## config.mk

```make
export PLATFORM = sky130hd
export DESIGN_NAME = serial_adder_n
export DESIGN_NICKNAME = d
export VERILOG_FILES = /design/src/rtl/serial_adder_n.sv
export SDC_FILE = /design/constraint.sdc
export NUM_CORES = 1
export LEC_CHECK = 0
export ABC_AREA = 0
export ABC_CLOCK_PERIOD_IN_PS = 1720
export BUFFER_PORTS_ARGS = -buffer_cell sky130_fd_sc_hd__buf_2
export CORE_MARGIN = 8
export CORE_UTILIZATION = 50
export CTS_CLUSTER_SIZE = 30
export DETAILED_ROUTE_END_ITERATION = 8
export PLACE_DENSITY = 0.75
export SYNTH_ARGS = -nofsm -noshare
export SYNTH_HDL_FRONTEND = slang
export SYNTH_SLANG_ARGS = --single-unit
```

## constraint.sdc

```tcl
create_clock -name clk -period 1.72 [get_ports clk]
set_input_delay 0.172 -clock clk [delete_from_list [all_inputs] [get_ports clk]]
set_output_delay 0.172 -clock clk [all_outputs]
set_load 0.02 [all_outputs]
```

## src/rtl/serial_adder_n.sv

```systemverilog
// ---------------------------------------------------------------------------
// serial_adder_n
//
// Bit-serial adder: adds two WIDTH-bit operands plus a carry-in, one bit per
// clock, LSB first, through a single full-adder slice and a registered carry.
// Latency is WIDTH cycles after the accepted start edge. Throughput is one
// operation per WIDTH+1 cycles.
//
// Optional feature macro: SERIAL_ADDER_SUB_EN
//   When defined, an extra 'sub' input selects a-b (operand B inverted and
//   carry-in forced to 1). carry=1 then means "no borrow".
//
// Ports:
//   clk    in   rising-edge clock
//   rst_n  in   asynchronous reset, active low
//   start  in   request a new operation (sampled only while busy=0)
//   a, b   in   WIDTH-bit operands, captured on the accepted start edge
//   cin    in   carry-in, captured on the accepted start edge
//   sub    in   (SERIAL_ADDER_SUB_EN only) subtract select, captured with a/b
//   busy   out  high while bits are being processed
//   done   out  one-cycle pulse when sum/carry/ovf have just been updated
//   sum    out  WIDTH-bit result, held until the next completion
//   carry  out  carry out of the MSB, held with sum
//   ovf    out  signed overflow (carry into MSB xor carry out), held with sum
// ---------------------------------------------------------------------------
module serial_adder_n #(
  parameter  int WIDTH = 8,
  localparam int CNT_W = $clog2(WIDTH + 1)
) (
  input  logic             clk,
  input  logic             rst_n,
  input  logic             start,
  input  logic [WIDTH-1:0] a,
  input  logic [WIDTH-1:0] b,
  input  logic             cin,
`ifdef SERIAL_ADDER_SUB_EN
  input  logic             sub,
`endif
  output logic             busy,
  output logic             done,
  output logic [WIDTH-1:0] sum,
  output logic             carry,
  output logic             ovf
);

  typedef enum logic {
    IDLE = 1'b0,
    RUN  = 1'b1
  } state_t;

  state_t             state, state_next;
  logic [WIDTH-1:0]   a_sh, b_sh, sum_sh;
  logic [WIDTH-1:0]   sum_sh_next;
  logic [CNT_W-1:0]   count;
  logic               c_reg;
  logic               s_bit, c_next, last_bit;

  // Operand B and carry-in as they are loaded on the start edge.
  logic [WIDTH-1:0]   b_load;
  logic               c_load;

`ifdef SERIAL_ADDER_SUB_EN
  // Two's complement subtraction: a + ~b + 1. cin is ignored when sub=1.
  assign b_load = sub ? ~b : b;
  assign c_load = sub | cin;
`else
  assign b_load = b;
  assign c_load = cin;
`endif

  assign busy = (state == RUN);

  // NOTE: every signal driven here gets a default first, so no path through
  // the block leaves a value unassigned (which would infer a latch).
  always_comb begin
    state_next  = state;
    s_bit       = a_sh[0] ^ b_sh[0] ^ c_reg;
    c_next      = (a_sh[0] & b_sh[0]) | (a_sh[0] & c_reg) | (b_sh[0] & c_reg);
    last_bit    = (state == RUN) && (count == CNT_W'(WIDTH - 1));
    // Shift-then-insert form keeps WIDTH=1 legal (no [0:1] style slice).
    sum_sh_next = sum_sh >> 1;
    sum_sh_next[WIDTH-1] = s_bit;

    case (state)
      IDLE:    if (start)    state_next = RUN;
      RUN:     if (last_bit) state_next = IDLE;
      default:               state_next = IDLE;
    endcase
  end

  // NOTE: sequential state uses non-blocking assignments so every flop
  // samples pre-edge values regardless of statement order.
  always_ff @(posedge clk or negedge rst_n) begin
    if (!rst_n) state <= IDLE;
    else        state <= state_next;
  end

  // Datapath. The shift registers are plain flops (not a memory array), so
  // they take the asynchronous clear along with everything else.
  always_ff @(posedge clk or negedge rst_n) begin
    if (!rst_n) begin
      a_sh   <= '0;
      b_sh   <= '0;
      sum_sh <= '0;
      c_reg  <= 1'b0;
      count  <= '0;
      done   <= 1'b0;
      sum    <= '0;
      carry  <= 1'b0;
      ovf    <= 1'b0;
    end else begin
      done <= 1'b0;
      case (state)
        IDLE: begin
          if (start) begin
            a_sh  <= a;
            b_sh  <= b_load;
            c_reg <= c_load;
            count <= '0;
          end
        end
        RUN: begin
          a_sh   <= a_sh >> 1;
          b_sh   <= b_sh >> 1;
          sum_sh <= sum_sh_next;
          c_reg  <= c_next;
          count  <= count + CNT_W'(1);
          if (last_bit) begin
            // c_reg here is still the carry into the MSB slice.
            sum   <= sum_sh_next;
            carry <= c_next;
            ovf   <= c_reg ^ c_next;
            done  <= 1'b1;
          end
        end
        default: ;
      endcase
    end
  end

endmodule

```

After elaboration in Yosys (flattened, before gate mapping). Cells that the tools add are included.

Logic and storage cells: 37. Flip-flop bits (word level): 41. Bits of input ports: 20.

Add/subtract/negate cells: 1. Multiplexer cells: 13. Reduce and logical (&&, ||, !) cells: 2. Bitwise operators: 9. Eq/ne operators: 2.

Operator list (count): $pmux 8 s2 (2); $mux 8 (2); $pmux 4 s2 (1); $mux 1 (5); $add 4x1->4 const B (1); $eq 4x3->1 const B (1); $mux 4 (1); $pmux 1 s2 (2); $and 1x1->1 (3); $xor 1x1->1 (3); $ne 2x2->1 const B (1); $or 1x1->1 (2); $reduce_and 2->1 (1); $logic_and 1x1->1 (1); $not 1->1 (1).

Depth between registers and ports, before layout.
Depth in word-level cells: 4. Gate-level depth with buffers: 5. Mapped depth without buffers: 4.

Worst setup path after synthesis. OpenSTA, ideal clock, no wires.

Path kind: register to register. From: reg state (netlist: busy). To: reg carry. Clock period less this slack: 1.324 ns. Setup slack: 0.396 ns. Buffers on the path: 2. Stages on the path, launching flop included: 5. Arrival: 1.199 ns. Data required time: 1.595 ns. Cells stage by stage: dfrtp_1 -> buf_4 -> nand4b_4 -> buf_6 -> mux2_4.

Word-level cells in the longest chain between the ends: 2.

RTL lines: start, declared (line 51) `state_t state, state_next;`; start signal, assigned (line 95) `else state <= state_next;`; $logic_and 1x1->1 (line 79) `last_bit = (state == RUN) && (count == CNT_W'(WIDTH - 1));`; $reduce_and 2->1 (no source line) *; end signal, assigned (line 131) `carry <= c_next;`; end, declared (line 42) `output logic carry,`.

Every way passes the cells marked *; elsewhere a longest branch is shown, timed or not. A chain may end at the register's enable or synchronous reset.

Final worst setup path.
From: reg count[0]. To: reg sum[7].

Word-level cells in the longest chain between the ends: 3.

RTL lines: start, declared (line 54) `logic [CNT_W-1:0] count;`; start signal, assigned (line 127) `count <= count + CNT_W'(1);`; $eq 4x3->1 (line 79); $logic_and 1x1->1 (line 79); $reduce_and 2->1 (no source line); end signal, assigned (line 130) `sum <= sum_sh_next;`; end, declared (line 41) `output logic [WIDTH-1:0] sum,`.

No other way between the ends.

==> flow_metrics.py <==
metrics = {
    "final_layout": {
        "drive_gt1_frac": 0.343,
        "nets": 187,
        "design_area_sq_mm": 0.00199,
        "diodes": 0,
        "utilization": 0.600,
        "area_growth_pct": 15.7,
        "reg.largest.list": "a_sh (8), b_sh (8), sum (8)",
    },
    "floorplan": {
        "pin_count": 32,
        "die_y_um": 74.6,
        "die_w_um": 74.6,
        "rows": 21,
        "start_util": 0.519,
        "fp.dieArea_sq_mm": 0.00557,
        "core_area_sq_mm": 0.00331,
    },
    "synthesis": {
        "yosys_warnings": 0,
        "synth_area_sq_mm": 0.00172,
        "async_reset_ff_frac": 1.00,
        "ys_seq_area_frac": 0.583,
        "synth_nets": 154,
        "synthTopCellsByArea": "dfrtp_1, mux2i_1, mux2_4, mux2_2, o21ai_0",
        "syn_area_per_cell_sq_um": 13.0,
        "synth_cell_type_count": 20,
        "synth_edf_count": 0,
        "ys_ff_latch": 40,
        "synthFlopType": "dfrtp_1",
        "netlist.area_leader.share": 0.583,
        "synth_top_cell_by_area": "dfrtp_1",
        "syn_inst": 132,
    },
    "worst_setup_path": {
        "cp.buffers_inverters": 0,
        "cp_cell_sequence": "ha_1, nand4b_4, mux2_4",
        "cpMaxStageDelayCell": "dfrtp_1",
        "cp-end-kind": "flop",
        "worstPathRequired_ps": 1960,
        "cp_slowest_stage_delay_ps": 420,
        "crit_path_start_kind": "flop",
        "path_max_fanout": 12,
        "critPathTopFamily": "flip-flops",
        "ff2ff_setup_slack_ps": 310,
        "crit_type": "flop to flop",
        "worstPathArrival_ps": 1650,
    },
    "status": {
        "outcome": "complete, no violations",
    },
    "sta": {
        "setup_viol": 0,
        "skew_ps": 11.0,
        "finalHoldWorstSlack_ps": 78.3,
        "rsz0062_at_grt": "false",
        "maxSlewHeadroom": 0.429,
        "period_share": 0.819,
        "hold_violations": 0,
        "fin_crit_ps": 1410,
        "max_freq_ghz": 0.710,
        "tns_ps": 0,
        "worstMarginPinSlew_ps": 857,
        "worst_slack_ps": 311,
        "slew_violations": 0,
    },
    "global_route": {
        "grt_overflow": 0,
        "antenna_found_initial": 0,
        "grt_pass1_wl_um": 5130,
        "first_global_vias": 1144,
        "grt_max_degree": 41,
        "grt_util_all_layers": 0.121,
    },
    "cts": {
        "cts_tree": "done",
        "cts.sinks": 40,
        "clk-insertion-delay-late_ps": 350,
        "cts_buffers": 5,
        "root_buffer": "clkbuf_4",
        "cts_buffer_depth": 2,
        "post-cts-setup-buffers": 0,
        "ctsHtreeMaxLevel": 2,
        "cts-resized-gates": 0,
        "cts.clk_slew.worst_paths_ps": 120,
    },
    "power": {
        "p_clk_frac": 0.178,
        "combPwrFrac": 0.362,
        "internal_power_mw": 2.25,
        "leakage_nw": 1.03,
        "peakVddDrop_uv": 624,
        "cellPowerDensity_mw_per_mm2": 1730,
        "swShare": 0.346,
        "p_switching_mw": 1.19,
        "seqPwrFrac": 0.460,
    },
    "detailed_routing": {
        "drtPass1Iterations": 3,
        "ant_nets": 0,
        "wl_per_cell_um": 14.2,
        "viasPerCell": 5.09,
        "post-route-drc-count": 0,
        "vias": 1080,
        "wl_um": 3010,
        "drtIter0Drc": 30,
    },
    "placed_design": {
        "dp_hpwl_um": 2150,
        "gp_congestion": 0.714,
        "dpl_cell_area_sq_mm": 0.00190,
        "pre_cts_ws_ps": 310,
        "port_buffers": 31,
    },
    "min_path": {
        "hold_path.class": "primary input to flop",
    },
    "run": {
        "cap_viol_max_count": 0,
    },
}
## metal layers
metal / GRT usage / share of wire / vias up
li1: - / - / 518
met5: 0 / 0 / -
met4: 0.0652 / 0.0083 / 0
met3: 0.0413 / 0.078 / 2
met2: 0.197 / 0.48 / 27
met1: 0.138 / 0.44 / 533
## Yosys cell counts (all sizes together), types with 2 or more instances
master,instances
o21ai,17
nor2,4
buf,5
nand2,17
dfrtp,40
a22o,2
xnor2,2
nand2b,2
clkbuf,3
mux2i,18
mux2,16
## stage by stage
stage	total power, mW	cells
3_3_place_gp	2.79	203
3_5_place_dp	2.88	203
6_report	3.44	212
4_1_cts	3.48	212
5_1_grt	3.68	212
2_1_floorplan	2.52	132
## cell type report
cell class	instances	area [sq um]
fill	280	1320
inverter	1	3.75
sequential	40	1000
clock buffer	6	41.3
clock inverter	2	35.0
multi-input combinational	83	668
tap	46	57.6
timing repair buffer	34	180
## final timing paths
check	endpoint	from	cells past startpoint
min in group asynchronous	sum[7]	rst_n	2
max in group asynchronous	b_sh[6]	rst_n	2
worst min register to register	b_sh[3]	b_sh[4]	2
worst min-delay path	a_sh[7]	a[7]	3
worst max-delay path	sum[7]	count[0]	3
worst max register to register	sum[7]	count[0]	3
## layout by cell type (no fill, tap or decap), types with 2 or more instances in the layout
| cell type | instances |
|---|---|
| nand2_1 | 17 |
| buf_2 | 31 |
| mux2i_1 | 18 |
| dfrtp_1 | 40 |
| nand2b_1 | 2 |
| buf_4 | 2 |
| xnor2_1 | 2 |
| mux2_4 | 7 |
| mux2_2 | 9 |
| nor2_1 | 4 |
| a22o_1 | 2 |
| clkbuf_4 | 5 |
| o21ai_0 | 17 |
## power groups by stage
stage / Combinational, mW / Sequential, mW / Clock [mW]
after global placement: 1.20 / 1.58 / 0
after detailed placement: 1.27 / 1.61 / 0
after global routing: 1.38 / 1.64 / 0.659
after floorplan: 0.846 / 1.67 / 0
after CTS: 1.27 / 1.59 / 0.622
final: 1.25 / 1.59 / 0.611
## worst register-to-register path: cells and delay by family, from the launching register on
kind	cells	cell delay [ps]
adder cells (fa/ha/maj)	1	250
flip-flops	1	420
multiplexers	1	370
AND/OR/NAND/NOR	1	270
## logic make-up (layout without fill, tap and decap cells)
family / Yosys count / in the layout / synth area share
xor+xnor: 3 / 3 / 0.0153
buf+inv: 9 / 43 / 0.0284
fa+ha+maj: 2 / 2 / 0.0189
compound gates: 19 / 19 / 0.0597
flops: 40 / 40 / 0.583
mux: 34 / 34 / 0.225
simple gates: 25 / 25 / 0.0699
## timing repair
| item | in CTS | in global routing |
|---|---|---|
| hold buffers | 1 | 0 |
| setup endpoints to repair | 0 | 0 |
| endpoints found under the hold margin | 40 | 0 |
Power figures use the tool's default switching activity.
